## config.mk

```make
export PLATFORM = sky130hd
export DESIGN_NAME = uart_tx_arbiter
export DESIGN_NICKNAME = d
export VERILOG_FILES = /design/src/rtl/uart_tx_arbiter_pkg.sv /design/src/rtl/uart_tx_arbiter_rr_arbiter.sv /design/src/rtl/uart_tx_arbiter.sv
export SDC_FILE = /design/constraint.sdc
export NUM_CORES = 1
export LEC_CHECK = 0
export ABC_CLOCK_PERIOD_IN_PS = 4019
export CAP_MARGIN = 40
export CORE_ASPECT_RATIO = 1.5
export CORE_MARGIN = 8
export CORE_UTILIZATION = 51
export CTS_CLUSTER_DIAMETER = 40
export DETAILED_ROUTE_END_ITERATION = 7
export PLACE_DENSITY = 0.85
export SYNTH_ARGS = -nofsm -noshare
export SYNTH_HDL_FRONTEND = slang
export SYNTH_SLANG_ARGS = --single-unit
```

## constraint.sdc

```tcl
create_clock -name clk -period 4.02 [get_ports clk]
set_clock_uncertainty 0.2 [all_clocks]
set_input_delay 0.804 -clock clk [delete_from_list [all_inputs] [get_ports clk]]
set_output_delay 0.804 -clock clk [all_outputs]
set_load 0.03 [all_outputs]
```

## src/rtl/uart_tx_arbiter_pkg.sv

```systemverilog
// Shared types and widths for the UART transmit arbiter.
package uart_tx_arbiter_pkg;

    localparam int unsigned BYTE_W      = 8;
    localparam int unsigned GRANT_ID_W  = 3;
    localparam int unsigned BURST_CNT_W = 8;

    typedef enum logic [1:0] {
        ST_IDLE      = 2'd0,
        ST_SEND      = 2'd1,
        ST_WAIT_BUSY = 2'd2,
        ST_WAIT_DONE = 2'd3
    } state_t;

endpackage

```

## src/rtl/uart_tx_arbiter_rr_arbiter.sv

```systemverilog
// Round-robin pick: first asserted request strictly after ptr, wrapping.
module rr_arbiter #(
    parameter int unsigned N = 4,
    parameter int unsigned W = (N > 1) ? $clog2(N) : 1
) (
    input  logic [N-1:0] req,
    input  logic [W-1:0] ptr,
    output logic [W-1:0] gnt_id,
    output logic         any
);

    // Walk from farthest to nearest so the slot right after ptr overrides the rest.
    always_comb begin
        gnt_id = '0;
        any    = 1'b0;
        for (int unsigned i = N; i >= 1; i--) begin
            int unsigned idx;
            idx = (32'(ptr) + i) % N;
            if (req[idx]) begin
                gnt_id = W'(idx);
                any    = 1'b1;
            end
        end
    end

endmodule

```

## src/rtl/uart_tx_arbiter.sv

```systemverilog
// Shares one UART transmitter between NUM_REQ byte producers with round-robin,
// burst-limited grants and a start timeout when the transmitter never goes busy.
module uart_tx_arbiter
    import uart_tx_arbiter_pkg::*;
#(
    parameter int unsigned NUM_REQ       = 4,
    parameter int unsigned MAX_BURST     = 16,
    parameter int unsigned START_TIMEOUT = 64
) (
    input  logic                      clk,
    input  logic                      rst,
    input  logic [NUM_REQ-1:0]        req_valid,
    input  logic [BYTE_W*NUM_REQ-1:0] req_data,
    input  logic [NUM_REQ-1:0]        req_last,
    output logic [NUM_REQ-1:0]        req_ready,
    output logic [BYTE_W-1:0]         tx_data,
    output logic                      tx_start,
    input  logic                      tx_busy,
    output logic                      grant_valid,
    output logic [GRANT_ID_W-1:0]     grant_id,
    output logic                      err_timeout
);

    localparam int unsigned IDX_W = (NUM_REQ > 1) ? $clog2(NUM_REQ) : 1;
    localparam int unsigned TMO_W = $clog2(START_TIMEOUT + 1);

    state_t                 state;
    logic [IDX_W-1:0]       ptr;
    logic [IDX_W-1:0]       grant;
    logic [TMO_W-1:0]       tmo_cnt;
    logic [BURST_CNT_W-1:0] burst_cnt;
    logic                   last_cap;

    logic [IDX_W-1:0]       arb_id;
    logic                   arb_any;
    logic [BYTE_W-1:0]      owner_byte_c;
    logic                   owner_valid_c;
    logic                   owner_last_c;
    logic                   more_c;
    logic                   tmo_hit_c;

    rr_arbiter #(
        .N (NUM_REQ),
        .W (IDX_W)
    ) u_rr (
        .req    (req_valid),
        .ptr    (ptr),
        .gnt_id (arb_id),
        .any    (arb_any)
    );

    // Only the current owner's request lines are looked at during a grant.
    always_comb begin
        owner_byte_c  = req_data[32'(grant) * BYTE_W +: BYTE_W];
        owner_valid_c = req_valid[grant];
        owner_last_c  = req_last[grant];
        more_c        = !last_cap
                        && ((9'(burst_cnt) + 9'd1) < 9'(MAX_BURST))
                        && owner_valid_c;
        tmo_hit_c     = (tmo_cnt == TMO_W'(START_TIMEOUT - 1));
    end

    assign grant_id = GRANT_ID_W'(grant);

    // Grant FSM; a continued burst byte is issued straight from WAIT_DONE so
    // the next strobe follows the busy fall by a single clock.
    always_ff @(posedge clk) begin
        if (rst) begin
            state       <= ST_IDLE;
            ptr         <= IDX_W'(NUM_REQ - 1);
            grant       <= '0;
            grant_valid <= 1'b0;
            burst_cnt   <= '0;
            tmo_cnt     <= '0;
            last_cap    <= 1'b0;
            tx_start    <= 1'b0;
            tx_data     <= '0;
            req_ready   <= '0;
            err_timeout <= 1'b0;
        end else begin
            tx_start    <= 1'b0;
            req_ready   <= '0;
            err_timeout <= 1'b0;

            case (state)
                ST_IDLE: begin
                    if (arb_any) begin
                        grant       <= arb_id;
                        grant_valid <= 1'b1;
                        burst_cnt   <= '0;
                        state       <= ST_SEND;
                    end
                end

                ST_SEND: begin
                    if (owner_valid_c) begin
                        tx_start  <= 1'b1;
                        tx_data   <= owner_byte_c;
                        req_ready <= NUM_REQ'(1) << grant;
                        last_cap  <= owner_last_c;
                        tmo_cnt   <= '0;
                        state     <= ST_WAIT_BUSY;
                    end else begin
                        ptr         <= grant;
                        grant_valid <= 1'b0;
                        burst_cnt   <= '0;
                        state       <= ST_IDLE;
                    end
                end

                ST_WAIT_BUSY: begin
                    if (tx_busy) begin
                        state <= ST_WAIT_DONE;
                    end else if (tmo_hit_c) begin
                        err_timeout <= 1'b1;
                        ptr         <= grant;
                        grant_valid <= 1'b0;
                        burst_cnt   <= '0;
                        state       <= ST_IDLE;
                    end else begin
                        tmo_cnt <= tmo_cnt + TMO_W'(1);
                    end
                end

                ST_WAIT_DONE: begin
                    if (!tx_busy) begin
                        if (more_c) begin
                            burst_cnt <= burst_cnt + BURST_CNT_W'(1);
                            tx_start  <= 1'b1;
                            tx_data   <= owner_byte_c;
                            req_ready <= NUM_REQ'(1) << grant;
                            last_cap  <= owner_last_c;
                            tmo_cnt   <= '0;
                            state     <= ST_WAIT_BUSY;
                        end else begin
                            ptr         <= grant;
                            grant_valid <= 1'b0;
                            burst_cnt   <= '0;
                            state       <= ST_IDLE;
                        end
                    end
                end

                default: begin
                    state <= ST_IDLE;
                end
            endcase
        end
    end

endmodule

```

### Word level (Yosys, flattened, before mapping)

Cells that the tools add are included.

| storage, ports and cells | value |
|---|---|
| output and inout port bits | 18 |
| bits of input ports | 43 |
| flip-flop bits (word level) | 37 |
| word-level logic and storage cells | 125 |

| cells by class | value |
|---|---|
| shift-type cells | 2 |
| add/sub/neg operators | 7 |
| bitwise gates (word level) | 1 |
| $lt $le $gt $ge | 6 |
| reductions and logical operators | 14 |
| multiplexer cells | 70 |
| eq/ne operators | 14 |

Operators with widths:

| cell | number |
|---|---|
| $mux 8 | 9 |
| $mux 7 | 5 |
| $pmux 8 s4 | 1 |
| $shiftx 32x6->8 | 1 |
| $mux 2 | 15 |
| $mux 1 | 23 |
| $pmux 7 s3 | 1 |
| $ne 2x2->1 const B | 9 |
| $reduce_and 6->1 | 3 |
| $pmux 8 s2 | 1 |
| $lt 2x3->1 const B | 5 |
| $bmux 1 s2 | 6 |
| $mux 4 | 3 |
| $add 8x1->9 const B | 1 |
| $lt 9x5->1 const B | 1 |
| $add 8x1->8 const B | 1 |
| $pmux 2 s4 | 1 |
| $pmux 4 s2 | 1 |
| $add 7x1->7 const B | 1 |
| $eq 7x6->1 const B | 1 |
| $pmux 2 s3 | 1 |
| $reduce_and 5->1 | 1 |
| $add 2x1->2 const B | 2 |
| $add 2x2->2 const B | 2 |
| 16 further kinds | 19 |

### Longest topological paths before layout

Gate-level depths: netlist of run 1.

| depth | value |
|---|---|
| word-level depth | 9 |
| mapped depth | 8 |
| gate-level depth less buffers | 7 |

### Modules after synthesis

From an unflattened synthesis of run 1, not the netlist that was laid out.

| unflattened totals | value |
|---|---|
| cell total of the unflattened synthesis | 228 |
| area total of the unflattened synthesis | 2,085.8 um2 |

Modules (own cells, without submodules):

| module | instances | cells each | sequential area each (um2) | area each (um2) |
|---|---|---|---|---|
| uart_tx_arbiter | 1 | 214 | 740.7 | 1,994.4 |
| rr_arbiter | 1 | 14 | 0.0 | 91.3 |

### Worst setup path before layout of run 1

OpenSTA, ideal clock, no wires.

| timing | value |
|---|---|
| kind | input -> register |
| start | in req_valid[3] |
| end | reg ptr[0] |
| required time | 3.748 ns |
| arrival time | 2.138 ns |
| path buffers | 0 |
| library setup time | 0.072 ns |
| path slack | 1.610 ns |
| cell stages on the path | 6 |
| cells stage by stage | mux4_2 o211a_1 o21ai_2 nor3_1 nor3_2 mux2i_1 |

| between the ends | value |
|---|---|
| cells in the longest elaborated chain, start to end | 5 |
| elaborated cells between the ends (all ways) | 6 |
| those cells by class | eq/ne (2); mux (2); reduce/logical (2) |

RTL lines:

| what | RTL line | text |
|---|---|---|
| start, declared | uart_tx_arbiter.sv:12 | `input logic [NUM_REQ-1:0] req_valid,` |
| $bmux 1 s2 * | uart_tx_arbiter.sv:55 | `owner_valid_c = req_valid[grant];` |
| $mux 1 (implied by the code) * | uart_tx_arbiter.sv:55 |  |
| $logic_and 1x1->1 | uart_tx_arbiter.sv:59 | `&& owner_valid_c;` |
| $ne 2x2->1 (no source line) | -- |  |
| $reduce_and 6->1 (no source line) * | -- |  |
| end signal, assigned | uart_tx_arbiter.sv:70 | `ptr <= IDX_W'(NUM_REQ - 1);` |
| end signal, assigned | uart_tx_arbiter.sv:104 | `ptr <= grant;` |
| end signal, assigned | uart_tx_arbiter.sv:116 | `ptr <= grant;` |
| end, declared | uart_tx_arbiter.sv:28 | `logic [IDX_W-1:0] ptr;` |

Mark *: on every way between the ends. The rest lies on a longest branch, timed or not. The select of a mux whose other input is x is not followed.
A chain may end at the register's enable or synchronous reset.

### Worst setup path after layout of run 1

| timing | value |
|---|---|
| start | in req_valid[1] |
| end | reg ptr[1] |

Same word-level chain as after synthesis.

==> run metrics, run 1 <==
Final Util=0.706; worst-margin pin slew=roughly 0.80 ns; Final Max Slew Viols=0; vias in the first global route=1956; nets@finish=~320; first-pass GRT wire length=just over 9000 um; power per standard cell area=about 350 nW/um^2; cts bufs inserted=5; # Max-Cap Violations=0; Synth area leaders=dfxtp_1 (36%), mux4_2 (11%), a21oi_1 (5.5%); # rows=28; switching power total=about 300 uW; Post-synth EDFFs=0; Main synth FF type=dfxtp_1; HPWL after DPL=between 4000 and 5000 um; layout cells sized above 1=0.154; f_max=between 0.3 and 0.4 GHz; CTS tree=done; cts hold-fix bufs=0; Initial DRT Pass Iterations=4; Arr. time, crit path=about 2.8 ns; Core Footprint=about 4000 sq um; die width=slightly below 70 um; critical path required time=3.99 ns; minimum clock period=2.85 ns; routed len/inst=~18 um; sequential share of power=0.427; Clock Tree Root=clkbuf_8; multi-input logic area=1230 sq um; clock share of power=0.272; largest net degree at the start of global routing=23; FILL cells=approximately 320; initial antenna violation count=0; fin area=roughly 2800 sq um; Yosys reg bits=37; Logic pwr share=0.301; post-synth top area cell=dfxtp_1; Final Hold Viols=0; Die Ht=94.1 um; status=finished clean; grt total ovfl=0; Post-CTS Setup Bufs=0; GRT Total Usage=0.187; Syn Area/Cell=approximately 9.6 sq um; Seq/Total Area, Yosys=0.357; Residual DRC=0; n_diodes=0; synth warn=0; PostCTS Resize Cnt=0; Layout area overhead=33.4%; FF+latch area=~740 sq um; Net Sw Frac=0.308; Worst setup EP type=flop; syn_nets=~260; startpoint types=input port; fin crit share=0.710; peak fanout along the critical path=6; crit path kind=in -> reg; placed insts=just over 300; vias=approximately 1900; Max VDD drop=around 270 uV; Starting Density=0.529; Tightest Hold Check Type=reg -> reg; Starting DRT DRC Count=95; setup TNS=0 ns; H-tree Lvls=2; DR vias/cell=6.12; Layout Cells excl Fill=317; ANT nets after route=0; Detailed Route WL=5770 um; CTS max path bufs=2; CTS clk-pin slew, worst paths=around 0.070 ns; Top Ports=61; DP Area=between 2000 and 3000 sq um; final setup vio count=0; GP Congestion=a little over 0.8; CTS Sinks=37; input/output buffers=59; internal power=approximately 660 uW; Leakage=0.000937 uW; RSZ-0062 raised after global routing=false; Worst slew margin=0.467; Worst-Skew Late Latency=slightly below 0.3 ns; Synth cell types=just under 60; Mapped Area=slightly above 2000 sq um; FFs w/ async S/R, synth=0; Post-Synthesis Cells=around 220; die footprint=6410 sq um; post-synth top area share=0.357
-- registers in the layout, indices dropped and copies added, names as in the netlist --
| signal | cells |
|---|---|
| burst_cnt | 8 |
| tx_data | 8 |
| tmo_cnt | 7 |
| req_ready | 4 |
| grant | 2 |
| ptr | 2 |
| state | 2 |
| err_timeout | 1 |
| grant_valid | 1 |
| last_cap | 1 |
| tx_start | 1 |
-- logic make-up after synthesis --
family | synth area share
other | 0.00181
AND/OR/NAND/NOR | 0.244
flip-flops | 0.357
adder cells (fa/ha/maj) | 0.0121
buffers and inverters | 0.0482
multiplexers | 0.123
AO/OA/AOI/OAI | 0.215
-- power by group through the flow --
stage / Combinational [uW] / Sequential (uW) / Clock [uW]
floorplan: 162 / 440 / 0
global placement: 282 / 415 / 0
detailed placement: 289 / 417 / 0
CTS: 290 / 408 / 264
global route: 310 / 412 / 283
finish: 288 / 409 / 260
-- metal layers --
metal | vias to the layer above | global-route usage | wire (um)
met5 | - | 0 | 0
met1 | 938 | 0.194 | 2130
met4 | 0 | 0.0858 | 191
met3 | 15 | 0.0394 | 217
met2 | 56 | 0.340 | 3230
li1 | 931 | - | -
-- worst max-delay path, stage by stage --
cell	delay, ns
clkdlybuf4s50_1	0.57
mux4_2	0.29
o211a_1	0.19
o21ai_2	0.12
nor3_1	0.53
nor3_2	0.16
mux2i_1	0.16
-- final cells by class --
| type | count | area share |
|---|---|---|
| Inverter | 8 | 0.0108 |
| Multi-Input combinational cell | 157 | 0.446 |
| Sequential cell | 37 | 0.268 |
| Tap cell | 45 | 0.0203 |
| Timing Repair Buffer | 63 | 0.224 |
| Clock buffer | 7 | 0.0312 |
-- synthesized netlist by cell type (2+ instances only) --
cell	count
buf_2	2
a22oi_1	2
nor3_1	2
or3_1	2
a21oi_1	23
a31oi_1	4
ha_1	2
nor4b_4	2
nor4_1	3
inv_1	8
mux4_2	10
nor3_2	2
clkbuf_1	7
o21ai_2	2
dfxtp_1	37
nand3_1	13
or4_1	4
mux2i_1	3
nor2_1	14
o21ai_0	16
nand3b_1	2
o31ai_1	4
buf_4	4
and3_1	4
nand2_1	10
-- path summary, 6_finish.rpt --
kind                      from          to  slack [ns]  cells past startpoint
hold reg to reg     tx_data[7]  tx_data[7]        0.27                      2
setup reg to reg  burst_cnt[0]      ptr[1]        1.44                      7
setup / recovery  req_valid[1]      ptr[1]        1.17                      7
hold / removal      tx_data[7]  tx_data[7]        0.27                      2
-- per-stage QoR --
step	hold WS (ns)	total power (uW)	setup WS [ns]
2_1_floorplan	0.246	602	1.61
3_3_place_gp	0.261	698	0.940
3_5_place_dp	0.267	706	0.862
4_1_cts	0.276	963	1.17
5_1_grt	0.297	1000	0.827
6_report	0.275	958	1.17
-- layout by cell type (no fill, tap or decap), drive strengths merged, types with 3 or more instances in the layout --
cell type,netlist,layout
a21oi,25,25
a31oi,4,4
and3,4,4
buf,7,4
clkbuf,7,7
clkdlybuf4s50,0,59
dfxtp,37,37
inv,8,8
mux2i,3,3
mux4,10,10
nand2,11,11
nand3,15,15
nor2,14,14
nor3,4,4
nor4,4,4
o21ai,19,19
o31ai,5,5
or3,3,3
or4,5,5
Power figures use the tool's default switching activity.
==> inputs of run 2 (changes only) <==
Settings changed: ABC_CLOCK_PERIOD_IN_PS 4019 to 3000, CORE_UTILIZATION 51 to 47, PLACE_DENSITY 0.85 to 0.8.
Clock period 4.02 ns to 3 ns, I/O delays scaled along.
==> run metrics, run 2 (same netlist as run 1, synthesis figures left out) <==
status=finished clean; Worst path most repeated cell=o21ai_2; routed len/inst=18.1 um (-0.67%); grt total ovfl=0 (unchanged); Starting DRT DRC Count=162 (+71%); DR vias/cell=6.01 (-1.8%); CP bufs+invs=1 (unchanged); CTS clk-pin slew, worst paths=0.07 ns (about the same); PostCTS Resize Cnt=0 (unchanged); ANT nets after route=0 (unchanged); first-pass GRT wire length=9650 um (+4.3%); Clock Tree Root=clkbuf_8; CTS tree=done; Tightest Hold Check Type=reg -> reg; H-tree Lvls=2 (unchanged); minimum clock period=roughly 2.6 ns; # Max-Cap Violations=0 (unchanged); layout cells sized above 1=0.179 (+0.0248); final worst slack=0.438 ns (-0.728 ns); input/output buffers=59 (unchanged); nets@finish=323 (+1.9%); pre-CTS setup slack=0.159 ns (-0.703 ns); cts hold-fix bufs=0 (unchanged); Starting Density=0.489 (-0.0401); CTS max path bufs=2 (unchanged); worst-margin pin slew=0.645 ns (-0.154 ns); Initial DRT Pass Iterations=4 (unchanged); largest net degree at the start of global routing=23 (unchanged); GRT Total Usage=0.172 (-0.0151); vias in the first global route=2037 (+4.1%); Worst Hold Path EP=tmo_cnt[5]; # rows=29 (+3.6%); initial antenna violation count=0 (unchanged); n_diodes=0 (unchanged); critical path required time=3.02 ns (-0.97 ns); CP top delay family=compound AO/OA/AOI/OAI gates; Max stage delay cell, worst path=mux4_2; CTS Sinks=37 (unchanged); Final Max Slew Viols=0 (unchanged); GP Congestion=0.840 (+2.3%); Residual DRC=0 (unchanged); Max VDD drop=404 uV (+48%); peak fanout along the critical path=10 (+4); Core Footprint=4250 sq um (+8.2%); cts bufs inserted=5 (unchanged); Worst slew margin=0.567 (+0.0993); Post-CTS Setup Bufs=0 (unchanged); FF+latch area=741 sq um (unchanged); crit path kind=in -> reg; Final Hold Viols=0 (unchanged); FILL cells=324 (+1.6%); final setup vio count=0 (unchanged); Arr. time, crit path=2.58 ns (-0.24 ns); Worst-Skew Late Latency=0.29 ns (about the same); Leakage=0.000995 uW (+6.2%); RSZ-0062 raised after global routing=false; top flop regs=burst_cnt x8, tx_data x8, tmo_cnt x7; HPWL after DPL=4470 um (-0.75%); multi-input logic area=1230 sq um (unchanged); vias=1954 (+0.72%); worst path cell trace=clkdlybuf4s50_1 > mux4_2 > o211a_1 > o21ai_2 > o31a_1 > o21ai_2 > a21oi_1; setup TNS=0 ns (unchanged); Die Ht=97.4 um (+3.5%); Worst setup EP type=flop; Top Ports=61 (unchanged); Detailed Route WL=5880 um (+1.8%); startpoint types=input port; f_max=0.390 GHz; most frequent cells in the layout=clkdlybuf4s50_1 (59), dfxtp_1 (37), a21oi_1 (23); crit-path max cell delay=0.50 ns (-0.07 ns); die footprint=6840 sq um (+6.8%); FF-to-FF Start=burst_cnt[0]; reg2reg end=tmo_cnt[1]; fin crit share=0.854; flop2flop setup slack=0.45 ns (-0.99 ns); die width=70.3 um (+3.2%); worst hold start=tmo_cnt[5]; commonest non-fill, non-tap cell in the layout=clkdlybuf4s50_1; Worst R2R Path Depth=7 (unchanged); power per standard cell area=508 nW/um^2 (+47%); Final Total Pwr=1460 uW (+53%); Layout area overhead=38.5%; hold path cells=2 (unchanged)
[run 2: routing by layer]
metal	vias to the layer above	wire, um	GRT usage
met2	66	3240	0.303
met1	933	2130	0.177
met4	0	237	0.104
met5	-	0	0
met3	17	267	0.0409
li1	938	-	-
[run 2: worst max path at each step]
stage,start,endpoint,slack (ns),cells past startpoint
2_1_floorplan,grant[0],ptr[0],0.62,7
5_1_grt,req_valid[2],last_cap,0.30,7
4_1_cts,burst_cnt[0],tmo_cnt[1],0.46,7
3_3_place_gp,req_valid[0],ptr[0],0.21,7
3_5_place_dp,req_valid[0],ptr[0],0.16,7
6_report,req_valid[0],tmo_cnt[1],0.44,7
[run 2: stage by stage]
step / hold slack [ns] / instances / area, sq um / util
2_1_floorplan: 0.246 / 216 / 2080 / -
3_3_place_gp: 0.263 / 317 / 2740 / 0.646
3_5_place_dp: 0.264 / 317 / 2740 / 0.646
4_1_cts: 0.276 / 325 / 2880 / 0.677
5_1_grt: 0.306 / 325 / 2880 / 0.677
6_report: 0.275 / 325 / 2880 / 0.677
[run 2: final cells by class]
| type | count | area share |
|---|---|---|
| clock buffer | 5 | 0.0239 |
| clock inverter | 3 | 0.0226 |
| inverter | 8 | 0.0104 |
| multi-input combinational | 157 | 0.430 |
| sequential | 37 | 0.258 |
| tap | 46 | 0.0200 |
| timing repair buffer | 69 | 0.236 |
[run 2: worst reg2reg max path, stage by stage, from the launching register on]
cell and delay [ns]:
dfxtp_1 0.42, ha_1 0.31, and4_2 0.31, a21bo_2 0.18
nand4_4 0.16, o31a_1 0.45, o21ai_2 0.32, a21oi_1 0.07
[run 2: power by group]
part	switching (uW)	total, uW	internal [uW]
Combinational	206	401	195
Sequential	25.9	548	522
Clock	182	513	330
